`config.mk`:
```
export PLATFORM = sky130hd
export DESIGN_NAME = lpc_reg_write_arbiter
export DESIGN_NICKNAME = d
export VERILOG_FILES = /design/src/rtl/lpc_reg_write_arbiter.sv
export SDC_FILE = /design/constraint.sdc
export NUM_CORES = 1
export LEC_CHECK = 0
export ABC_CLOCK_PERIOD_IN_PS = 4550
export CAP_MARGIN = 40
export CORE_ASPECT_RATIO = 0.75
export CORE_UTILIZATION = 49
export CTS_CLUSTER_DIAMETER = 30
export DETAILED_ROUTE_END_ITERATION = 10
export PLACE_DENSITY = 0.86
export SYNTH_ARGS = -nofsm -noshare
export SYNTH_HDL_FRONTEND = slang
export SYNTH_SLANG_ARGS = --single-unit
```
`constraint.sdc`:
```
create_clock -name LpcClock -period 4.55 [get_ports LpcClock]
set_clock_uncertainty 0.2 [all_clocks]
set_input_delay 0.6825 -clock LpcClock [delete_from_list [all_inputs] [get_ports LpcClock]]
set_output_delay 0.6825 -clock LpcClock [all_outputs]
set_load 0.01 [all_outputs]
```
`src/rtl/lpc_reg_write_arbiter.sv`:
```
// lpc_reg_write_arbiter
//   Arbitrates the single write port of the LPC register file between the
//   LPC host write strobe and NUM_REQ internal hardware requesters.
//   The host always wins and never stalls; internal requesters are served
//   round-robin, at most one write per two cycles, and are blocked for
//   GUARD_CYC cycles after every host write so a stale hardware write cannot
//   overwrite a value the host just wrote.
//
// Ports
//   LpcClock   in   LPC clock, all logic on the rising edge
//   PciReset   in   asynchronous active-high reset
//   LpcWr      in   one-cycle host write strobe
//   LpcAddr    in   host register address (valid with LpcWr)
//   LpcData    in   host write data (valid with LpcWr)
//   ReqValid   in   per-requester request, held until granted
//   ReqAddr    in   requester i address at [8i+7:8i]
//   ReqData    in   requester i data at [8i+7:8i]
//   ReqGnt     out  one-hot one-cycle grant, coincident with its RegWr
//   RegWr      out  register-file write strobe
//   RegAddr    out  register-file address
//   RegData    out  register-file data
//   WrSrcLpc   out  high with RegWr when the write came from the host
//   Collision  out  host write hit the address of a pending internal request
module lpc_reg_write_arbiter #(
  parameter int NUM_REQ   = 3,
  parameter int GUARD_CYC = 4
) (
  input  logic                   LpcClock,
  input  logic                   PciReset,
  input  logic                   LpcWr,
  input  logic [7:0]             LpcAddr,
  input  logic [7:0]             LpcData,
  input  logic [NUM_REQ-1:0]     ReqValid,
  input  logic [8*NUM_REQ-1:0]   ReqAddr,
  input  logic [8*NUM_REQ-1:0]   ReqData,
  output logic [NUM_REQ-1:0]     ReqGnt,
  output logic                   RegWr,
  output logic [7:0]             RegAddr,
  output logic [7:0]             RegData,
  output logic                   WrSrcLpc,
  output logic                   Collision
);

  localparam int LastW = $clog2(NUM_REQ);
  localparam logic [3:0] GuardLoad = 4'(GUARD_CYC);
  localparam logic [LastW-1:0] LastRst = LastW'(NUM_REQ - 1);

  typedef enum logic [1:0] {IDLE, ISSUE, GUARD} arbState;

  arbState          stateReg, stateNext;
  logic [3:0]       guardReg, guardNext;
  logic [LastW-1:0] lastReg, lastNext;

  logic [NUM_REQ-1:0] gntNext;
  logic               wrNext, srcNext, collNext;
  logic [7:0]         addrNext, dataNext;

  logic [7:0]         reqAddrArr [NUM_REQ];
  logic [7:0]         reqDataArr [NUM_REQ];
  logic [NUM_REQ-1:0] hitVec;

  logic               found;
  logic [LastW-1:0]   winner;

  // Unpack the flat request buses and flag address hits against the host.
  genvar gi;
  generate
    for (gi = 0; gi < NUM_REQ; gi++) begin : gReq
      assign reqAddrArr[gi] = ReqAddr[8*gi +: 8];
      assign reqDataArr[gi] = ReqData[8*gi +: 8];
      assign hitVec[gi]     = ReqValid[gi] && (ReqAddr[8*gi +: 8] == LpcAddr);
    end
  endgenerate

  // Round-robin search starting just after the last winner.
  always_comb begin
    logic [LastW-1:0] cand;
    found  = 1'b0;
    winner = '0;
    cand   = '0;
    for (int k = 1; k <= NUM_REQ; k++) begin
      cand = LastW'((int'(lastReg) + k) % NUM_REQ);
      if (!found && ReqValid[cand]) begin
        found  = 1'b1;
        winner = cand;
      end
    end
  end

  always_comb begin
    stateNext = stateReg;
    guardNext = guardReg;
    lastNext  = lastReg;
    gntNext   = '0;
    wrNext    = 1'b0;
    srcNext   = 1'b0;
    collNext  = 1'b0;
    addrNext  = RegAddr;
    dataNext  = RegData;

    if (LpcWr) begin
      // Host path overrides everything and (re)opens the guard window.
      wrNext    = 1'b1;
      srcNext   = 1'b1;
      addrNext  = LpcAddr;
      dataNext  = LpcData;
      collNext  = |hitVec;
      guardNext = GuardLoad;
      stateNext = GUARD;
    end else begin
      case (stateReg)
        IDLE: begin
          if (found) begin
            gntNext[winner] = 1'b1;
            wrNext          = 1'b1;
            addrNext        = reqAddrArr[winner];
            dataNext        = reqDataArr[winner];
            lastNext        = winner;
            stateNext       = ISSUE;
          end
        end
        // One dead cycle lets the granted requester drop ReqValid.
        ISSUE: stateNext = IDLE;
        GUARD: begin
          if (guardReg <= 4'd1) begin
            guardNext = 4'd0;
            stateNext = IDLE;
          end else begin
            guardNext = guardReg - 4'd1;
          end
        end
        default: stateNext = IDLE;
      endcase
    end
  end

  always_ff @(posedge LpcClock or posedge PciReset) begin
    if (PciReset) begin
      stateReg  <= IDLE;
      guardReg  <= 4'd0;
      lastReg   <= LastRst;
      ReqGnt    <= '0;
      RegWr     <= 1'b0;
      RegAddr   <= 8'h00;
      RegData   <= 8'h00;
      WrSrcLpc  <= 1'b0;
      Collision <= 1'b0;
    end else begin
      stateReg  <= stateNext;
      guardReg  <= guardNext;
      lastReg   <= lastNext;
      ReqGnt    <= gntNext;
      RegWr     <= wrNext;
      RegAddr   <= addrNext;
      RegData   <= dataNext;
      WrSrcLpc  <= srcNext;
      Collision <= collNext;
    end
  end

endmodule

```
==> out/summary.txt, run 1 <==
critical path arrival: 2980 ps
Lkg Pwr: 0.001482 uW
Yosys top cell area share: 0.2818
syn nets: 360
CTS clk-pin slew, worst paths: 70 ps
WL per Instance: 17.77 um
most frequent cells in the layout: clkdlybuf4s50_1 (91), inv_1 (33), dfrtp_1 (29), and2_1 (25), xor2_1 (21)
Routed met2 length: 3442 um
Slew Limit Fails: 0
worst setup path startpoint: ReqValid[1]
H-tree Lvls: 2
Post-CTS Resized: 0
vias in the first global route: 2490
number of hold buffers added after cts: 0
Slew @ Worst Pin: 855.6 ps
Seq pwr share: 0.243
synth warn: 0
Post-DRT Antenna Nets: 0
DP Area: 3500 sq um
Gate power share: 0.630
fin nets: 439
Synth Instances: 284
library cells used by synthesis: 54
initial antenna violation count: 0
row count: 22
max-capacitance violation count: 0
Primary FF master, synth: dfrtp_1
share of the yosys chip area belonging to registers: 0.2920
largest net degree at the start of global routing: 39
1st-iter DRT viols: 249
worst skew pair latency: 280 ps
Die Wd: 85.71 um
critical path required time: 4490 ps
internal power: 1026 uW
RSZ-0062 raised after global routing: false
clk buf depth: 2
Synth Cell Area: 2575 sq um
routability cong.: 0.9079
I/O pins: 92
Post-synth EDFFs: 0
CTS tree: yes
Congestion Overflow GR: 0
Clock power frac: 0.128
Detailed Place HPWL: 5577 um
Final setup viols: 0
Final min period: 3047 ps
largest area contributor in the netlist: dfrtp_1
hold path start: RegAddr[0]$_DFFE_PP0P_
drt total wl: 7747 um
Area contributors post-synth: dfrtp_1 (28%), xor2_1 (7.1%), and2_1 (6.1%)
first-pass detailed-route iteration total: 5
Net Sw Power: 773.6 uW
Cell Pwr Density: 501.0 nW/um^2
Post-route DRC: 0
#FFs+latches synth: 30
Avg Inst Size Synth: 9.067 sq um
Synth async-reset ratio: 1.000
R2R Path Start: lastReg[1]$_DFFE_PP1P_
first-pass GRT wire length: 12400 um
Starting Density: 0.5168
Slew HR: 0.4271
Min Hold Slack: 320.5 ps
area grow syn2layout: 39.46%
ANT cells: 0
Hold Fails Final Rpt: 0
core outline area: 4982 sq um
Setup WS pre-CTS: 1257 ps
mean number of vias per cell: 5.979
height of the die: 64.78 um
status: completed
Max FO, Critical Path: 26
FF-to-FF path depth: 7
port bufs: 91
Sw Ratio: 0.4300
Critical Path End: RegWr$_DFF_PP0_
fraction of layout cells with a size suffix above 1: 0.07143
Max Used Layer: met4
FF/Latch Area: 752.0 sq um
Final Cell Area: 3591 sq um
Worst R2R End: RegWr$_DFF_PP0_
Tightest Hold Check Type: flop to flop
Die Footprint: 5552 sq um
crit start category: input port
Max rail drop VDD: 369.5 uV
met3 wire length: 663 um
GRT Util Overall: 0.2904
post-CTS setup buffers: 0
max frequency: 0.3282 GHz
setup slack after layout: 1503 ps
vias: 2607
crit share post-route: 0.6696
number of fill cells: 379
fin util: 0.7207
root buffer cell: clkbuf_8
setup TNS: 0 ps
CP Capture Type: flop
Clock Sinks: 30
Worst R2R Setup Slack: 1550 ps
most common cell after layout, fill and taps aside: clkdlybuf4s50_1
footprint of the multi-input gates: 1558 sq um
critical setup path kind: input port to flop
CTS Buf Count: 5
met1 WL: 3467 um
## synth_stat cells (5+ instances only)
library cell and n:
inv_1 33, dfrtp_1 29, and2_1 25, xor2_1 21, a41oi_1 16, a221oi_1 13, clkbuf_1 10, o21ai_1 9
a221o_1 8, a22o_1 8, a311oi_1 8, nand2_1 8, o31ai_1 8, buf_2 7, ha_1 6, buf_6 5
nor3_1 5, o21ai_0 5
## per-stage QoR
| stage | total power [uW] | std cells |
|---|---|---|
| finish | 1799 | 436 |
| global route | 1925 | 436 |
| CTS | 1787 | 436 |
| detailed placement | 1555 | 428 |
| global placement | 1526 | 427 |
| floorplan | 1217 | 284 |
## power by group through the flow
stage	clock, uW	sequential [uW]	combinational [uW]
3_5_place_dp	0	441	1110
4_1_cts	230	436	1120
3_3_place_gp	0	438	1090
2_1_floorplan	0	467	750
5_1_grt	245	451	1230
6_report	230	437	1130
## sequential cells by signal, indices dropped and copies added, names as in the netlist
signal,flops
RegAddr,8
guardReg,4
lastReg,2
stateReg,2
WrSrcLpc,1
ReqGnt,3
Collision,1
RegData,8
RegWr,1
## area by class of cell
cell class	count	area share
tap	72	0.02509
multi-input combinational	196	0.4338
clock inverter	1	0.001394
inverter	33	0.03449
timing repair buffer	97	0.2718
clock buffer	7	0.02404
sequential	30	0.2094
## critical path, cell delays in order
cell and delay (ps):
clkdlybuf4s50_1 560, mux2_2 360, o211ai_1 690, buf_4 420, and2_1 200, nand2_1 60
## logic make-up after synthesis
family / Yosys count / share of synthesized area
compound gates: 95 / 0.3144
simple gates: 66 / 0.1579
buf+inv: 58 / 0.1045
flops: 30 / 0.2920
xor+xnor: 25 / 0.08503
fa+ha+maj: 6 / 0.02915
mux: 4 / 0.01701
## layer usage
layer | up-vias | GRT usage
li1 | 1225 | -
met1 | 1229 | 0.4121
met2 | 135 | 0.4430
met3 | 18 | 0.05096
met4 | 0 | 0.1063
met5 | - | 0
## worst min-delay path by stage
stage	depth (start not counted)	end	slack [ps]
after detailed placement	2	RegAddr[0]$_DFFE_PP0P_	310
after CTS	2	RegAddr[0]$_DFFE_PP0P_	330
after global routing	2	RegAddr[0]$_DFFE_PP0P_	340
after floorplan	2	guardReg[1]$_DFFE_PP0P_	270
after global placement	2	guardReg[1]$_DFFE_PP0P_	300
final	2	RegAddr[0]$_DFFE_PP0P_	320
Note: power is estimated with default switching activity, not from simulation.
==> run 2, diff against run 1 <==
Settings changed: ABC_CLOCK_PERIOD_IN_PS 4550 to 3100, CORE_UTILIZATION 49 to 46, PLACE_DENSITY 0.86 to 0.82.
Clock period 4.55 ns to 3.1 ns, I/O delays scaled along.
==> out/summary.txt, run 2 (synthesized netlist as in run 1, its figures left out) <==
row count: 23 (+4.5%)
FF/Latch Area: 752.0 sq um (unchanged)
placed cell count: 435 (+1.6%)
Worst R2R Setup Slack: 220 ps (-1330 ps)
number of fill cells: 439 (+16%)
vias: 2641 (+1.3%)
CP Capture Type: flop
buffers plus inverters on the worst setup path: 1 (-1)
Final min period: 2882 ps
CTS Buf Count: 5 (unchanged)
vias in the first global route: 2395 (-3.8%)
fraction of layout cells with a size suffix above 1: 0.08424 (+0.01281)
crit start category: flop
max-capacitance violation count: 0 (unchanged)
fin nets: 443 (+0.91%)
first-pass GRT wire length: 12300 um (-0.84%)
Final setup viols: 0 (unchanged)
crit share post-route: 0.9296
first-pass detailed-route iteration total: 5 (unchanged)
Post-route DRC: 0 (unchanged)
H-tree Lvls: 2 (unchanged)
Die Footprint: 5904 sq um (+6.3%)
status: completed
Detailed Place HPWL: 5747 um (+3.0%)
Non-Filler Instances: 443 (+1.6%)
clk buf depth: 2 (unchanged)
root buffer cell: clkbuf_8
post-CTS setup buffers: 0 (unchanged)
Die Wd: 88.39 um (+3.1%)
Post-CTS Resized: 0 (unchanged)
height of the die: 66.80 um (+3.1%)
Max FO, Critical Path: 16 (-38%)
Largest regs: RegAddr (8), RegData (8), guardReg (4)
CP delay by family, top: compound AO/OA/AOI/OAI gates
Slew @ Worst Pin: 687.3 ps (-168.3 ps)
largest net degree at the start of global routing: 38 (-2.6%)
RSZ-0062 raised after global routing: false
worst setup path startpoint: lastReg[0]$_DFFE_PP0P_
port bufs: 91 (unchanged)
Slew HR: 0.5360 (+0.1089)
Cell Pwr Density: 762.0 nW/um^2 (+52%)
WL per Instance: 17.95 um (+1.0%)
routability cong.: 0.8840 (-2.6%)
Clock Sinks: 30 (unchanged)
fin util: 0.6767 (-0.04402)
Hold Fails Final Rpt: 0 (unchanged)
ANT cells: 0 (unchanged)
GRT Util Overall: 0.2767 (-0.01367)
Worst path slowest cell: ha_1
FF-to-FF path depth: 7 (unchanged)
worst-path cell chain: inv_1 > ha_1 > and3b_1 > a311o_1 > a31o_4 > a311oi_1 > o31ai_1
Post-DRT Antenna Nets: 0 (unchanged)
initial antenna violation count: 0 (unchanged)
drt total wl: 7952 um (+2.6%)
footprint of the multi-input gates: 1558 sq um (unchanged)
area grow syn2layout: 40.67%
mean number of vias per cell: 5.962 (-0.30%)
Critical Path End: RegAddr[3]$_DFFE_PP0P_
Congestion Overflow GR: 0 (unchanged)
number of hold buffers added after cts: 0 (unchanged)
worst skew pair latency: 280 ps (about the same)
Tightest Hold Check Type: flop to flop
Starting Density: 0.4811 (-0.03576)
R2R Path Start: lastReg[0]$_DFFE_PP0P_
1st-iter DRT viols: 201 (-19%)
core outline area: 5353 sq um (+7.4%)
setup TNS: 0 ps (unchanged)
Slew Limit Fails: 0 (unchanged)
CTS clk-pin slew, worst paths: 70 ps (about the same)
CTS tree: yes
Lkg Pwr: 0.001503 uW (+1.4%)
most common cell after layout, fill and taps aside: clkdlybuf4s50_1
Worst R2R End: RegAddr[3]$_DFFE_PP0P_
max frequency: 0.3470 GHz
critical path arrival: 2840 ps (-140 ps)
Setup WS pre-CTS: 239.4 ps (-1017 ps)
most frequent cells in the layout: clkdlybuf4s50_1 (91), inv_1 (33), dfrtp_1 (29), and2_1 (25), xor2_1 (21)
Max rail drop VDD: 660.1 uV (+79%)
critical setup path kind: flop to flop
critical path required time: 3060 ps (-1430 ps)
setup slack after layout: 218.1 ps (-1285 ps)
critical path depth: 7 (+1)
I/O pins: 92 (unchanged)
critical path's largest stage delay: 550 ps (-140 ps)
Pwr Total: 2760 uW (+53%)
[run 2: cell types whose count changed in the layout (fill, tap and decap cells not counted), sizes merged]
cell,delta
clkinv,+1
clkbuf,-2
buf,+4
bufinv,+1
[run 2: through the flow]
step	hold WS, ps	area, sq um
5_1_grt	359.5	3622
3_3_place_gp	301.7	3513
2_1_floorplan	272.6	2575
6_report	326.6	3622
4_1_cts	330.9	3622
3_5_place_dp	315.0	3513
[run 2: worst min-delay path by stage]
| stage | start | end | slack (ps) | cells past startpoint |
|---|---|---|---|---|
| 2_1_floorplan | guardReg[1]$_DFFE_PP0P_ | guardReg[1]$_DFFE_PP0P_ | 270 | 2 |
| 3_3_place_gp | guardReg[1]$_DFFE_PP0P_ | guardReg[1]$_DFFE_PP0P_ | 300 | 2 |
| 5_1_grt | RegData[3]$_DFFE_PP0P_ | RegData[3]$_DFFE_PP0P_ | 360 | 2 |
| 4_1_cts | RegAddr[7]$_DFFE_PP0P_ | RegAddr[7]$_DFFE_PP0P_ | 330 | 2 |
| 6_report | RegData[1]$_DFFE_PP0P_ | RegData[1]$_DFFE_PP0P_ | 330 | 2 |
| 3_5_place_dp | RegAddr[7]$_DFFE_PP0P_ | RegAddr[7]$_DFFE_PP0P_ | 320 | 2 |
[run 2: routing by layer]
metal | vias up | wire [um] | global-route usage
li1 | 1229 | - | -
met1 | 1269 | 3623 | 0.3925
met2 | 137 | 3438 | 0.4115
met3 | 6 | 840 | 0.08798
met4 | 0 | 48 | 0.05242
met5 | - | 0 | 0
[run 2: area by class of cell]
class / count / share of cell area
Multi-Input combinational cell: 196 / 0.4301
Timing Repair Buffer: 101 / 0.2722
Tap cell: 75 / 0.02591
Sequential cell: 30 / 0.2076
Clock buffer: 5 / 0.01900
Inverter: 33 / 0.03420
Clock inverter: 3 / 0.01105
[run 2: worst register-to-register path, cell delays in order (launching register included)]
cell      delay (ps)
dfrtp_1          400
inv_1             90
ha_1             550
and3b_1          230
a311o_1          460
a31o_4           350
a311oi_1         360
o31ai_1          120
[run 2: where the power goes]
part | leakage, uW | switching, uW | internal [uW]
combinational | 0.00108 | 905 | 815
sequential | 0.000370 | 98.8 | 544
clock | 0.0000579 | 161 | 237
total | 0.00150 | 1170 | 1590
==> run 3, diff against run 2 <==
--- a/config.mk
+++ b/config.mk
@@ -9,4 +9,5 @@
 export CAP_MARGIN = 40
 export CORE_ASPECT_RATIO = 0.75
+export CORE_MARGIN = 3
 export CORE_UTILIZATION = 46
 export CTS_CLUSTER_DIAMETER = 30
--- a/constraint.sdc
+++ b/constraint.sdc
@@ -3,3 +3,3 @@
 set_input_delay 0.465 -clock LpcClock [delete_from_list [all_inputs] [get_ports LpcClock]]
 set_output_delay 0.465 -clock LpcClock [all_outputs]
-set_load 0.01 [all_outputs]
+set_load 0.1 [all_outputs]
==> out/summary.txt, run 3 (synthesized netlist as in run 1, its figures left out) <==
critical path required time: 3060 ps (about the same)
Max rail drop VDD: 542.2 uV (-18%)
Final setup viols: 0 (unchanged)
Setup WS pre-CTS: 264.2 ps (+24.79 ps)
post-CTS setup buffers: 0 (unchanged)
status: completed
crit start category: flop
fin nets: 444 (+0.23%)
critical path arrival: 2830 ps (about the same)
first-pass GRT wire length: 13250 um (+7.8%)
Post-route DRC: 0 (unchanged)
WL per Instance: 18.79 um (+4.7%)
FF-to-FF path depth: 8 (+1)
Clock Sinks: 30 (unchanged)
Post-DRT Antenna Nets: 0 (unchanged)
port bufs: 91 (unchanged)
Starting Density: 0.5002 (+0.01918)
Detailed Place HPWL: 6280 um (+9.3%)
Tightest Hold Check Type: flop to flop
max-capacitance violation count: 0 (unchanged)
most common cell after layout, fill and taps aside: clkdlybuf4s50_1
critical path's largest stage delay: 530 ps (-20 ps)
worst skew pair latency: 280 ps (about the same)
max frequency: 0.3489 GHz (+0.56%)
core outline area: 5147 sq um (-3.8%)
clk buf depth: 2 (unchanged)
setup TNS: 0 ps (unchanged)
Cell Pwr Density: 972.2 nW/um^2 (+28%)
Post-CTS Resized: 0 (unchanged)
placed cell count: 433 (-0.46%)
area grow syn2layout: 38.48%
root buffer cell: clkbuf_8
crit share post-route: 0.9245 (-0.005163)
1st-iter DRT viols: 242 (+20%)
Final min period: 2866 ps (-16.00 ps)
GRT Util Overall: 0.2546 (-0.02214)
Largest regs: RegAddr (8), RegData (8), guardReg (4)
routability cong.: 0.8913 (+0.83%)
mean number of vias per cell: 6.066 (+1.7%)
Congestion Overflow GR: 0 (unchanged)
CTS Buf Count: 5 (unchanged)
CTS clk-pin slew, worst paths: 70 ps (about the same)
hold depth: 2 (unchanged)
Worst path slowest cell: ha_1
Slew Limit Fails: 0 (unchanged)
ANT cells: 0 (unchanged)
RSZ-0062 raised after global routing: false
fraction of layout cells with a size suffix above 1: 0.1436 (+0.05939)
Hold Fails Final Rpt: 0 (unchanged)
number of hold buffers added after cts: 0 (unchanged)
DP Area: 3475 sq um (-1.1%)
Final Cell Area: 3566 sq um (-1.6%)
vias in the first global route: 2450 (+2.3%)
H-tree Lvls: 2 (unchanged)
setup slack after layout: 234.1 ps (+16.00 ps)
row count: 22 (-4.3%)
I/O pins: 92 (unchanged)
Die Footprint: 6541 sq um (+11%)
initial antenna violation count: 0 (unchanged)
CTS tree: yes
Slew HR: 0.5521 (+0.01608)
CP Capture Type: flop
vias: 2675 (+1.3%)
Die Wd: 92.39 um (+4.5%)
most frequent cells in the layout: clkdlybuf4s50_1 (69), inv_1 (33), buf_4 (32), dfrtp_1 (29), and2_1 (25)
first-pass detailed-route iteration total: 7 (+2)
Lkg Pwr: 0.001528 uW (+1.7%)
Max FO, Critical Path: 13 (-3)
largest net degree at the start of global routing: 37 (-2.6%)
drt total wl: 8286 um (+4.2%)
height of the die: 70.80 um (+6.0%)
Slew @ Worst Pin: 663.5 ps (-23.81 ps)
Non-Filler Instances: 441 (-0.45%)
worst-path cell chain: inv_1 > ha_1 > nor4bb_1 > a311o_1 > a22oi_2 > buf_4 > a221oi_1 > o21ai_1
critical setup path kind: flop to flop
## run 3: cell count changes in the layout (fill, tap and decap cells not counted)
cell,delta
buf_12,+1
bufinv_16,-1
clkbuf_8,+1
clkdlybuf4s50_1,-22
clkinv_2,-1
buf_4,+22
clkbuf_1,+1
## run 3: routing by layer
layer	vias to the layer above	GRT usage	wire length, um
met1	1290	0.3716	3681
met4	0	0.03954	65
met5	-	0	0
met2	138	0.3867	3668
li1	1236	-	-
met3	11	0.06695	871
## run 3: final timing paths
check	endpoint	slack, ps	start
min reg2reg	guardReg[1]$_DFFE_PP0P_	320	guardReg[1]$_DFFE_PP0P_
max	RegData[2]$_DFFE_PP0P_	230	lastReg[0]$_DFFE_PP0P_
max reg2reg	RegData[2]$_DFFE_PP0P_	230	lastReg[0]$_DFFE_PP0P_
min in group asynchronous	RegData[0]$_DFFE_PP0P_	380	PciReset
max in group asynchronous	lastReg[1]$_DFFE_PP1P_	1990	PciReset
min	guardReg[1]$_DFFE_PP0P_	320	guardReg[1]$_DFFE_PP0P_
## run 3: cell type report
cell class | count | area [sq um]
Inverter | 33 | 123.9
Fill cell | 427 | 1582
Clock buffer | 7 | 86.33
Sequential cell | 30 | 752.0
Timing Repair Buffer | 102 | 950.9
Clock inverter | 1 | 5.005
Tap cell | 72 | 90.09
Multi-Input combinational cell | 196 | 1558
## run 3: critical path: cells and delay by family (launching register included)
| family | cells | cell delay [ps] |
|---|---|---|
| and+or+nand+nor | 1 | 390 |
| AOI/OAI and AO/OA | 4 | 940 |
| adders and majority gates | 1 | 530 |
| buffers and inverters | 2 | 280 |
| DFF | 1 | 400 |
## run 3: stage by stage
step,total power [uW],hold WS (ps),utilization
finish,3467,316.8,0.6928
global placement,3076,304.3,0.6750
CTS,3465,322.9,0.6928
global route,3661,364.3,0.6928
floorplan,2586,272.6,-
detailed placement,3121,307.1,0.6750
## run 3: power breakdown
| group | internal [uW] | switching [uW] |
|---|---|---|
| clock | 179 | 157 |
| combinational | 777 | 1710 |
| sequential | 544 | 103 |
